**src/rtl/bus_dma.sv**
```systemverilog
// Single-channel word-copy DMA: register slave on the device port, copy engine on the host port.
// Build option BUS_DMA_IRQ_EN adds STATUS.irq_en and a level interrupt dma_irq_o = done & irq_en.
module bus_dma #(
   parameter int LenWidth = 16
) (
   input  logic        clk_sys_i,
   input  logic        rst_sys_ni,
   input  logic        device_req_i,
   input  logic [31:0] device_addr_i,
   input  logic        device_we_i,
   input  logic [3:0]  device_be_i,
   input  logic [31:0] device_wdata_i,
   output logic        device_rvalid_o,
   output logic [31:0] device_rdata_o,
   output logic        device_err_o,
   output logic        host_req_o,
   output logic [31:0] host_addr_o,
   output logic        host_we_o,
   output logic [3:0]  host_be_o,
   output logic [31:0] host_wdata_o,
   input  logic        host_gnt_i,
   input  logic        host_rvalid_i,
   input  logic [31:0] host_rdata_i,
   input  logic        host_err_i,
   output logic        dma_irq_o
);

   typedef enum logic [2:0] {
      S_IDLE, S_RD_REQ, S_RD_WAIT, S_WR_REQ, S_WR_WAIT
   } state_e;

   localparam logic [2:0] OffSrc    = 3'd0;
   localparam logic [2:0] OffDst    = 3'd1;
   localparam logic [2:0] OffLen    = 3'd2;
   localparam logic [2:0] OffCtrl   = 3'd3;
   localparam logic [2:0] OffStatus = 3'd4;

   state_e              r_state, w_state_nxt;
   logic [31:0]         r_src, r_dst, r_wsrc, r_wdst, r_buf, r_rdata;
   logic [LenWidth-1:0] r_len, r_wlen;
   logic                r_busy, r_done, r_err, r_rvalid, r_derr, r_irq;
   logic [2:0]          w_off;
   logic                w_mapped, w_wr, w_wr_st, w_start, w_launch, w_zero;
   logic                w_rd_done, w_wr_done, w_abort, w_last;
   logic                w_done_nxt, w_err_nxt, w_irq_en, w_irq_d;
   logic [31:0]         w_rdata;
   logic                w_unused;

   function automatic logic [31:0] merge_be(input logic [31:0] old, input logic [31:0] wdata,
                                            input logic [3:0] be);
      logic [31:0] res;
      for (int i = 0; i < 4; i++) res[8*i +: 8] = be[i] ? wdata[8*i +: 8] : old[8*i +: 8];
      return res;
   endfunction

   assign w_unused  = ^{device_addr_i[31:5], device_addr_i[1:0]};
   assign w_off     = device_addr_i[4:2];
   assign w_mapped  = (w_off <= OffStatus);
   assign w_wr      = device_req_i & device_we_i & w_mapped;
   assign w_wr_st   = w_wr & (w_off == OffStatus) & device_be_i[0];
   assign w_start   = w_wr & (w_off == OffCtrl) & device_be_i[0] & device_wdata_i[0] & ~r_busy;
   assign w_launch  = w_start & (r_len != '0);
   assign w_zero    = w_start & (r_len == '0);

   // Responses arriving outside a WAIT state (e.g. just after reset) are dropped here.
   assign w_abort   = host_rvalid_i & host_err_i & ((r_state == S_RD_WAIT) | (r_state == S_WR_WAIT));
   assign w_rd_done = host_rvalid_i & ~host_err_i & (r_state == S_RD_WAIT);
   assign w_wr_done = host_rvalid_i & ~host_err_i & (r_state == S_WR_WAIT);
   assign w_last    = w_wr_done & (r_wlen == LenWidth'(1));

   // NOTE: async active-low reset sits in the sensitivity list; state uses non-blocking <= only.
   always_ff @(posedge clk_sys_i or negedge rst_sys_ni) begin
      if (!rst_sys_ni) r_state <= S_IDLE;
      else             r_state <= w_state_nxt;
   end

   // NOTE: every always_comb output gets a default first so no path can infer a latch.
   always_comb begin
      w_state_nxt = r_state;
      unique case (r_state)
         S_IDLE:    if (w_launch) w_state_nxt = S_RD_REQ;
         S_RD_REQ:  if (host_gnt_i) w_state_nxt = S_RD_WAIT;
         S_RD_WAIT: begin
            if (w_abort)        w_state_nxt = S_IDLE;
            else if (w_rd_done) w_state_nxt = S_WR_REQ;
         end
         S_WR_REQ:  if (host_gnt_i) w_state_nxt = S_WR_WAIT;
         S_WR_WAIT: begin
            if (w_abort || w_last) w_state_nxt = S_IDLE;
            else if (w_wr_done)    w_state_nxt = S_RD_REQ;
         end
         default:   w_state_nxt = S_IDLE;
      endcase
   end

   always_comb begin
      host_req_o   = 1'b0;
      host_addr_o  = '0;
      host_we_o    = 1'b0;
      host_be_o    = '0;
      host_wdata_o = '0;
      if (r_state == S_RD_REQ) begin
         host_req_o  = 1'b1;
         host_addr_o = r_wsrc;
         host_be_o   = 4'hF;
      end else if (r_state == S_WR_REQ) begin
         host_req_o   = 1'b1;
         host_addr_o  = r_wdst;
         host_we_o    = 1'b1;
         host_be_o    = 4'hF;
         host_wdata_o = r_buf;
      end
   end

   // Set events are applied after the W1C clears so they win in a shared cycle.
   always_comb begin
      w_done_nxt = r_done;
      w_err_nxt  = r_err;
      if (w_wr_st && device_wdata_i[1]) w_done_nxt = 1'b0;
      if (w_wr_st && device_wdata_i[2]) w_err_nxt  = 1'b0;
      if (w_launch || w_zero) begin
         w_done_nxt = 1'b0;
         w_err_nxt  = 1'b0;
      end
      if (w_zero || w_last || w_abort) w_done_nxt = 1'b1;
      if (w_abort)                     w_err_nxt  = 1'b1;
   end

`ifdef BUS_DMA_IRQ_EN
   logic r_irq_en;
   logic w_irq_en_nxt;
   assign w_irq_en_nxt = w_wr_st ? device_wdata_i[3] : r_irq_en;
   always_ff @(posedge clk_sys_i or negedge rst_sys_ni) begin
      if (!rst_sys_ni) r_irq_en <= 1'b0;
      else             r_irq_en <= w_irq_en_nxt;
   end
   assign w_irq_en = r_irq_en;
   assign w_irq_d  = w_done_nxt & w_irq_en_nxt;
`else
   assign w_irq_en = 1'b0;
   assign w_irq_d  = 1'b0;
`endif

   always_comb begin
      w_rdata = '0;
      case (w_off)
         OffSrc:    w_rdata = r_src;
         OffDst:    w_rdata = r_dst;
         OffLen:    w_rdata = 32'(r_len);
         OffStatus: w_rdata = {28'd0, w_irq_en, r_err, r_done, r_busy};
         default:   w_rdata = '0;
      endcase
   end

   always_ff @(posedge clk_sys_i or negedge rst_sys_ni) begin
      if (!rst_sys_ni) begin
         r_src    <= '0;
         r_dst    <= '0;
         r_len    <= '0;
         r_wsrc   <= '0;
         r_wdst   <= '0;
         r_wlen   <= '0;
         r_buf    <= '0;
         r_busy   <= 1'b0;
         r_done   <= 1'b0;
         r_err    <= 1'b0;
         r_rvalid <= 1'b0;
         r_rdata  <= '0;
         r_derr   <= 1'b0;
         r_irq    <= 1'b0;
      end else begin
         r_rvalid <= device_req_i;
         r_derr   <= device_req_i & ~w_mapped;
         r_rdata  <= (device_req_i && !device_we_i) ? w_rdata : '0;
         r_done   <= w_done_nxt;
         r_err    <= w_err_nxt;
         r_irq    <= w_irq_d;
         if (w_wr && !r_busy) begin
            case (w_off)
               OffSrc:  r_src <= merge_be(r_src, device_wdata_i, device_be_i) & ~32'h3;
               OffDst:  r_dst <= merge_be(r_dst, device_wdata_i, device_be_i) & ~32'h3;
               OffLen:  r_len <= LenWidth'(merge_be(32'(r_len), device_wdata_i, device_be_i));
               default: ;
            endcase
         end
         if (w_launch) begin
            r_busy <= 1'b1;
            r_wsrc <= r_src;
            r_wdst <= r_dst;
            r_wlen <= r_len;
         end
         if (w_rd_done) r_buf <= host_rdata_i;
         if (w_wr_done) begin
            r_wsrc <= r_wsrc + 32'd4;
            r_wdst <= r_wdst + 32'd4;
            r_wlen <= r_wlen - LenWidth'(1);
         end
         if (w_abort || w_last) r_busy <= 1'b0;
      end
   end

   assign device_rvalid_o = r_rvalid;
   assign device_rdata_o  = r_rdata;
   assign device_err_o    = r_derr;
   assign dma_irq_o       = r_irq;

endmodule
```
**config.mk**
```make
export PLATFORM = sky130hd
export DESIGN_NAME = bus_dma
export DESIGN_NICKNAME = d
export VERILOG_FILES = /design/src/rtl/bus_dma.sv
export SDC_FILE = /design/constraint.sdc
export NUM_CORES = 1
export LEC_CHECK = 0
export ABC_AREA = 1
export BUFFER_PORTS_ARGS = -buffer_cell sky130_fd_sc_hd__buf_2
export CORE_MARGIN = 10
export CORE_UTILIZATION = 55
export CTS_CLUSTER_DIAMETER = 120
export CTS_CLUSTER_SIZE = 25
export DETAILED_ROUTE_END_ITERATION = 6
export PLACE_DENSITY = 0.79
export SYNTH_ARGS = -nofsm -noshare
export SYNTH_HDL_FRONTEND = slang
export SYNTH_SLANG_ARGS = --single-unit
export TNS_END_PERCENT = 20
```
**constraint.sdc**
```tcl
create_clock -name clk_sys_i -period 3.4 [get_ports clk_sys_i]
set_input_delay 0.68 -clock clk_sys_i [delete_from_list [all_inputs] [get_ports clk_sys_i]]
set_output_delay 0.68 -clock clk_sys_i [all_outputs]
set_load 0.02 [all_outputs]
```
# Word-level counts from Yosys, hierarchy flattened
# Index checks and enable logic that the tools add are counted.
[totals]
regBits = 228
out_inout_bits = 105
inputBits = 107
[classes]
order_cmp = 1
reduce_logical = 29
bitwise_logic = 21
muxes = 33
n_addsub = 3
eq_ne = 14
[op_table]
columns = ["op", "n"]
rows = [
  ["2-to-1 mux 32 bit", 9],
  ["case mux 32 bit (4 select lines)", 1],
  ["adder 32 x 3 -> 32 bit (second input constant)", 2],
  ["2-to-1 mux 16 bit", 2],
  ["AND reduction 3 bit", 10],
  ["2-to-1 mux 3 bit", 7],
  ["AND 1 bit", 17],
  ["equality test 16 x 1 -> 1 bit (second input constant)", 1],
  ["logical NOT 16 bit", 1],
  ["nonzero test 16 bit", 1],
  ["subtractor 16 x 1 -> 16 bit (second input constant)", 1],
  ["case mux 3 bit (5 select lines)", 1],
  ["equality test 3 x 2 -> 1 bit (second input constant)", 4],
  ["2-to-1 mux 1 bit", 11],
  ["2-to-1 mux 4 bit", 2],
  ["equality test 3 x 1 -> 1 bit (second input constant)", 2],
  ["equality test 3 bit (second input constant)", 2],
  ["logical NOT 3 bit", 2],
  ["!= test 2 bit (second input constant)", 3],
  ["nonzero test 3 bit", 2],
  ["AND reduction 5 bit", 1],
  ["logical AND 1 bit", 4],
  ["logical OR 1 bit", 4],
  ["nonzero test 2 bit", 2],
  ["6 further kinds", 9],
]

# Depth between registers and ports, before layout
# Gate-level depths: netlist of run 1.
[depth]
word_depth = 10
mapped_depth = 10
depth_no_buf = 10

# Worst setup path after synthesis of run 1
# Ideal clock, no wire load.
[synth_path]
kind = "register to output"
start = "register r_state[2]"
end = "output port host_wdata_o[21]"
arrival_ps = 1815
slack_ps = 905
stages_incl_launch_ff = 8
path_cell_list = "dfrtp_1 > inv_1 > nand2_1 > nor2_1 > inv_1 > buf_2 > buf_1 > nor2_1"
[synth_between]
elab_chain_cells = 3
word_cells_on_any_way = 4
cone_classes = "2 x eq/ne; 2 x mux"
[synth_lines]
columns = ["item", "line_no", "rtl"]
rows = [
  ["from (decl)", "38", "state_e r_state, w_state_nxt;"],
  ["from (signal assigned)", "74", "else r_state <= w_state_nxt;"],
  ["equality test 3 x 2 -> 1 bit", "106", "end else if (r_state == S_WR_REQ) begin"],
  ["2-to-1 mux 32 bit", "106", ""],
  ["2-to-1 mux 32 bit (*)", "102", "if (r_state == S_RD_REQ) begin"],
  ["to (decl)", "20", "output logic [31:0] host_wdata_o,"],
]
# Every way passes the cells marked *; elsewhere a longest branch is shown, timed or not.

# Final worst setup path of run 1
[layout_path]
start = "register r_state[2]"
end = "output port host_wdata_o[13]"
# The elaborated chain is that of the path after synthesis.

==> metrics.md, run 1 <==
| Metric | Value |
|---|---|
| Synth Area in Compound Gates | `0.1299` |
| CP Data Required Time | `around 2.7 ns` |
| Maximum VDD drop | `between 0.0003 and 0.0004 V` |
| RSZ-0062 raised after global routing | `false` |
| Clk_skew | `around 0.032 ns` |
| Yosys cell types | `39` |
| Post-CTS Resized | `0` |
| Mapped cell area | `about 0.012 mm2` |
| Die X | `168.1 um` |
| Final nets | `between 1500 and 2000` |
| Commonest cells after routing, fill and taps aside | `nand2_1 (492), nor2_1 (230), dfrtp_1 (224), inv_1 (199), buf_2 (178)` |
| Non-filler instance count after layout | `2104` |
| Max Root-Sink Buffers | `3` |
| Synth Area in Adders | `0.004152` |
| Hold Crit Class | `in2async` |
| Inserted Clock Buffers | `12` |
| Family with the most delay on the worst path | `buffers and inverters` |
| Antenna violations before repair | `0` |
| Slowest cell on crit path | `dfrtp_1` |
| Final wirelength | `between 30000 and 40000 um` |
| Syn avg cell area | `7.176 um2` |
| Placed wire-length estimate | `between 20000 and 30000 um` |
| Pre-antenna DRT Iters | `7` |
| DP Area | `about 0.013 mm2` |
| Vias per cell | `between 5 and 6` |
| Max Slew Vio Count | `0` |
| Share of cells above drive strength 1 | `0.1283` |
| Max-Cap Viols | `0` |
| Setup crit end kind | `output port` |
| Total gr overflow | `0` |
| Commonest non-fill, non-tap cell in the layout | `nand2_1` |
| Post-layout util | `0.6203` |
| Clock root buffer | `clkbuf_16` |
| # DRC | `0` |
| Row count | `54` |
| Final instance area | `between 0.01 and 0.015 mm2` |
| Post-synth EDFFs | `0` |
| Clock-pin slew of the registers on the worst-case setup and hold paths | `approximately 0.11 ns` |
| Simple-gate portion of the synthesized area | `0.2976` |
| Port bufs | `roughly 180` |
| Post-synthesis mux area share | `0.0009341` |
| CP peak stage delay | `0.41 ns` |
| 1st-iter DRT viols | `1231` |
| Cell chain of the critical path | `inv_1, nand2_1, nor2_2, inv_2, buf_4, nor2_1, buf_2` |
| Core area | `~0.022 mm2` |
| Final setup fails | `0` |
| GPL Wtd Cong | `0.9986` |
| Clk_lat worst skew | `0.50 ns` |
| Max Fclk | `322.1 MHz` |
| Status | `complete, no violations` |
| Worst-Margin Slew | `~1.1 ns` |
| Fillers | `1969` |
| CTS tree | `built` |
| Die area | `around 0.028 mm2` |
| Setup TNS | `0 ns` |
| Startpoint Class | `flip-flop` |
| Initial Util | `0.5558` |
| Flops & latches, synth | `224` |
| Synth Flop Type | `dfrtp_1` |
| Final ANT Viol Nets | `0` |
| DP Cell Count | `2090` |
| YS warnings | `0` |
| Clk sink count | `roughly 220` |
| Vias in the first global route | `roughly 11000` |
| Lkg Pwr | `6.952 nW` |
| Slew margin rel. | `0.2618` |
| Fin crit share | `0.9131` |
| Tmin final | `around 3.1 ns` |
| First-pass GRT wire length | `around 60000 um` |
| Syn-to-layout area delta | `11.59%` |
| CP Max Fanout | `32` |
| Die Ht | `168.1 um` |
| Post-CTS Setup Bufs | `0` |
| WL/cell | `roughly 18 um` |
| Crit path buf inv count | `4` |
| Main combinational cell family by area after synthesis | `simple AND/OR/NAND/NOR gates` |
| Post-Synthesis Cells | `roughly 1700` |
| Xor and xnor area share after synthesis | `0.007992` |
| Final Hold Fails | `0` |
| WS Path Type | `reg2out` |
| Gr usage total | `0.2589` |
| Asr flop ratio synth | `1.000` |
| Hold_buf cts | `0` |
| H-tree depth | `1` |
| # diodes | `0` |
| Vias | `11681` |
| Largest net degree at the start of global routing | `71` |
| Power per cell area | `about 700 mW/mm2` |
| Post-synthesis sequential area ratio | `0.4650` |
| Arrival @ worst endpoint | `approximately 2.4 ns` |
| Ports | `around 210` |
-- cell type report --
type | count | area (um2) | share of cell area
well taps | 280 | 350.3 | 0.02604
clock buffers | 14 | 329.1 | 0.02446
inverters | 207 | 777.0 | 0.05776
flip-flops and latches | 224 | 5605 | 0.4167
repair buffers | 195 | 1064 | 0.07906
multi-input cells | 1184 | 5328 | 0.3960
-- final timing paths --
path                         startpoint                to  slack, ns  depth (start not counted)
min reg2reg                    r_dst[4]          r_dst[4]       0.51                          2
min in group clk_sys_i     device_req_i   device_rvalid_o       0.32                          1
max reg2reg                  r_state[1]         r_wsrc[2]       0.91                          9
min                          rst_sys_ni        r_wlen[14]       0.13                          1
max                          r_state[2]  host_wdata_o[13]       0.30                          7
max in group asynchronous    rst_sys_ni          r_len[1]       2.40                          2
-- metal layers --
metal	global-route usage	up-vias	wire length, um	part of all wire
met1	0.3800	5451	16570	0.44
met5	0	-	0	0
met2	0.3821	567	16420	0.43
li1	-	5604	-	-
met3	0.05029	59	3964	0.10
met4	0.06964	0	941	0.025
-- stage by stage --
step	power [W]	hold slack, ns	setup slack (ns)
2_1_floorplan	0.006364	0.3844	0.9046
3_3_place_gp	0.007476	0.4695	0.7247
3_5_place_dp	0.007584	0.4860	0.6273
4_1_cts	0.009131	0.1580	0.1223
5_1_grt	0.009760	0.1714	0.1239
6_report	0.009162	0.1333	0.2953
-- flip-flops by register name, indices dropped and copies added (netlist names) --
signal	count
r_wdst	30
r_state	3
r_busy	1
device_err_o	1
r_wlen	16
r_dst	30
r_src	30
r_len	16
device_rvalid_o	1
r_err	1
r_wsrc	30
device_rdata_o	32
r_done	1
r_buf	32
-- report_power, final --
part | leakage [nW] | total [W] | internal [W] | switching [W]
registers | 2.67 | 0.00413 | 0.00342 | 0.000702
logic | 4.12 | 0.00346 | 0.00109 | 0.00237
clock network | 0.161 | 0.00158 | 0.000692 | 0.000884
-- cells by family after synthesis --
group | count (synthesis)
other | 1
buffers and inverters | 274
muxes | 1
adders and majority gates | 4
DFF | 224
and+or+nand+nor | 879
xor gates and xnor gates | 11
AOI/OAI and AO/OA | 286
-- worst register-to-register path, cell delays in order (launching register included) --
cell     delay [ns]
dfrtp_1        0.43
inv_2          0.20
nand3_1        0.20
inv_1          0.15
nand2_1        0.52
buf_4          0.46
nand2_1        0.16
o21ai_0        0.11
nand2_1        0.08
o21ai_0        0.08
-- cells in the mapped netlist (all sizes together), types with 3 or more instances --
master | n | area (um2)
a21oi | 76 | 380.4
buf | 40 | 252.8
clkbuf | 27 | 105.1
dfrtp | 224 | 5605
ha | 4 | 50.05
inv | 205 | 769.5
nand2 | 497 | 1886
nand3 | 127 | 635.6
nand3b | 3 | 22.52
nand4 | 5 | 31.28
nor2 | 237 | 924.6
nor3 | 7 | 68.82
o211ai | 20 | 160.2
o21ai | 152 | 764.5
o21bai | 3 | 22.52
o221ai | 7 | 61.31
o22ai | 27 | 168.9
xor2 | 10 | 87.58
Power figures use the tool's default switching activity.
==> inputs of run 2 (changes only) <==
CORE_ASPECT_RATIO = 2   (was not set)
==> metrics.md, run 2 (synthesis results as in run 1) <==
| Metric | Value |
|---|---|
| Lkg Pwr | `6.993 nW (+0.59%)` |
| Die area | `0.02860 mm2 (+1.3%)` |
| Fin crit share | `0.9007 (-0.01243)` |
| Clk_skew | `0.03831 ns (+0.006500 ns)` |
| Post-CTS Setup Bufs | `0 (unchanged)` |
| GPL Wtd Cong | `1.009 (+1.0%)` |
| Worst r2r path cells | `10 (+1)` |
| Largest net degree at the start of global routing | `69 (-2.8%)` |
| Vias | `11586 (-0.81%)` |
| H-tree depth | `1 (unchanged)` |
| Final setup fails | `0 (unchanged)` |
| RSZ-0062 raised after global routing | `false` |
| Max Fclk | `326.5 MHz (+1.4%)` |
| Power per cell area | `688.0 mW/mm2 (+1.0%)` |
| WS Path Type | `reg2out` |
| Commonest non-fill, non-tap cell in the layout | `nand2_1` |
| Final Total Pwr | `0.009286 W (+1.4%)` |
| Post-Place Setup Slack | `0.7733 ns (+0.1460 ns)` |
| CP Launch Point | `r_state[2]` |
| Ports | `212 (unchanged)` |
| Final ANT Viol Nets | `0 (unchanged)` |
| Vias per cell | `5.501 (-0.91%)` |
| DP Cell Count | `2092 (+0.096%)` |
| Maximum VDD drop | `0.0005335 V (+41%)` |
| Non-filler instance count after layout | `2106 (+0.095%)` |
| Internal reg-to-reg setup slack | `0.94 ns (+0.03 ns)` |
| Final Hold Fails | `0 (unchanged)` |
| Antenna violations before repair | `0 (unchanged)` |
| Tmin final | `3.062 ns (-0.04226 ns)` |
| CP Max Fanout | `16 (-50%)` |
| Final wirelength | `40710 um (+7.4%)` |
| Final nets | `1944 (+0.47%)` |
| Max-Cap Viols | `0 (unchanged)` |
| Startpoint Class | `flip-flop` |
| Placed wire-length estimate | `32050 um (+11%)` |
| Row count | `76 (+41%)` |
| Share of cells above drive strength 1 | `0.1315 (+0.003189)` |
| Die X | `124.7 um (-26%)` |
| R2R Path Start | `r_len[14]` |
| CP Data Required Time | `2.72 ns (about the same)` |
| Clock-pin slew of the registers on the worst-case setup and hold paths | `0.11 ns (about the same)` |
| Hold_buf cts | `0 (unchanged)` |
| Gr usage total | `0.2746 (+0.01568)` |
| WL/cell | `19.33 um (+7.3%)` |
| CTS tree | `built` |
| Status | `complete, no violations` |
| Hold Crit Class | `in2async` |
| Clock root buffer | `clkbuf_16` |
| Fillers | `2035 (+3.4%)` |
| 1st-iter DRT viols | `805 (-35%)` |
| Setup TNS | `0 ns (unchanged)` |
| Commonest cells after routing, fill and taps aside | `nand2_1 (492), nor2_1 (231), dfrtp_1 (224), inv_1 (199), buf_2 (178)` |
| Max Slew Vio Count | `0 (unchanged)` |
| First-pass GRT wire length | `62850 um (+5.3%)` |
| Port bufs | `179 (unchanged)` |
| Fin Hold WS | `0.1213 ns (-0.01195 ns)` |
| Arrival @ worst endpoint | `2.38 ns (-0.04 ns)` |
| Total gr overflow | `0 (unchanged)` |
| Vias in the first global route | `11549 (+5.1%)` |
| # DRC | `0 (unchanged)` |
| Clk_lat worst skew | `0.51 ns (about the same)` |
| Inserted Clock Buffers | `12 (unchanged)` |
| # diodes | `0 (unchanged)` |
| Slew margin rel. | `0.3005 (+0.03868)` |
| Setup crit end kind | `output port` |
| Post-CTS Resized | `0 (unchanged)` |
| Clk sink count | `224 (unchanged)` |
| Die Ht | `229.4 um (+36%)` |
| Worst-Margin Slew | `1.046 ns (-0.05781 ns)` |
| Syn-to-layout area delta | `11.96%` |
| Core area | `0.02159 mm2 (-0.47%)` |
| Final WS setup | `0.3376 ns (+0.04226 ns)` |
| Pre-antenna DRT Iters | `6 (-1)` |
| Max Root-Sink Buffers | `3 (unchanged)` |
| Initial Util | `0.5585 (+0.002642)` |
[run 2: cell type report]
type	instances	area (um2)	area share
Inverter	207	777.0	0.05757
Clock buffer	14	329.1	0.02438
Multi-Input combinational cell	1184	5325	0.3945
Timing Repair Buffer	204	1119	0.08288
Tap cell	273	341.6	0.02531
Sequential cell	224	5605	0.4153
[run 2: worst paths after layout]
kind / to
max: host_addr_o[17]
max reg2reg: r_wlen[9]
max in group asynchronous: r_dst[16]
min: r_buf[16]
min in group clk_sys_i: device_rvalid_o
min reg2reg: r_dst[4]
[run 2: critical path, cell delays in order, from the launching register on]
cell	delay (ns)
dfrtp_1	0.39
inv_1	0.06
nand2_1	0.10
clkinv_1	0.32
nand2_1	0.35
buf_4	0.28
o22ai_1	0.15
buf_2	0.21
[run 2: layer usage]
metal | track usage | part of all wire | vias to the layer above
met5 | 0 | 0 | -
li1 | - | - | 5613
met3 | 0.03585 | 0.057 | 127
met4 | 0.2114 | 0.086 | 0
met1 | 0.2792 | 0.34 | 5399
met2 | 0.4944 | 0.52 | 447
[run 2: report_power, final]
group | internal, W | switching [W]
Sequential | 0.00342 | 0.000726
Combinational | 0.00111 | 0.00246
Clock | 0.000692 | 0.000873
Total | 0.00523 | 0.00405
[run 2: per-stage QoR]
stage,utilization,instance area [um2]
global route,0.6253,13500
finish,0.6253,13500
floorplan,-,12060
detailed placement,0.6100,13170
global placement,0.6100,13170
CTS,0.6253,13500
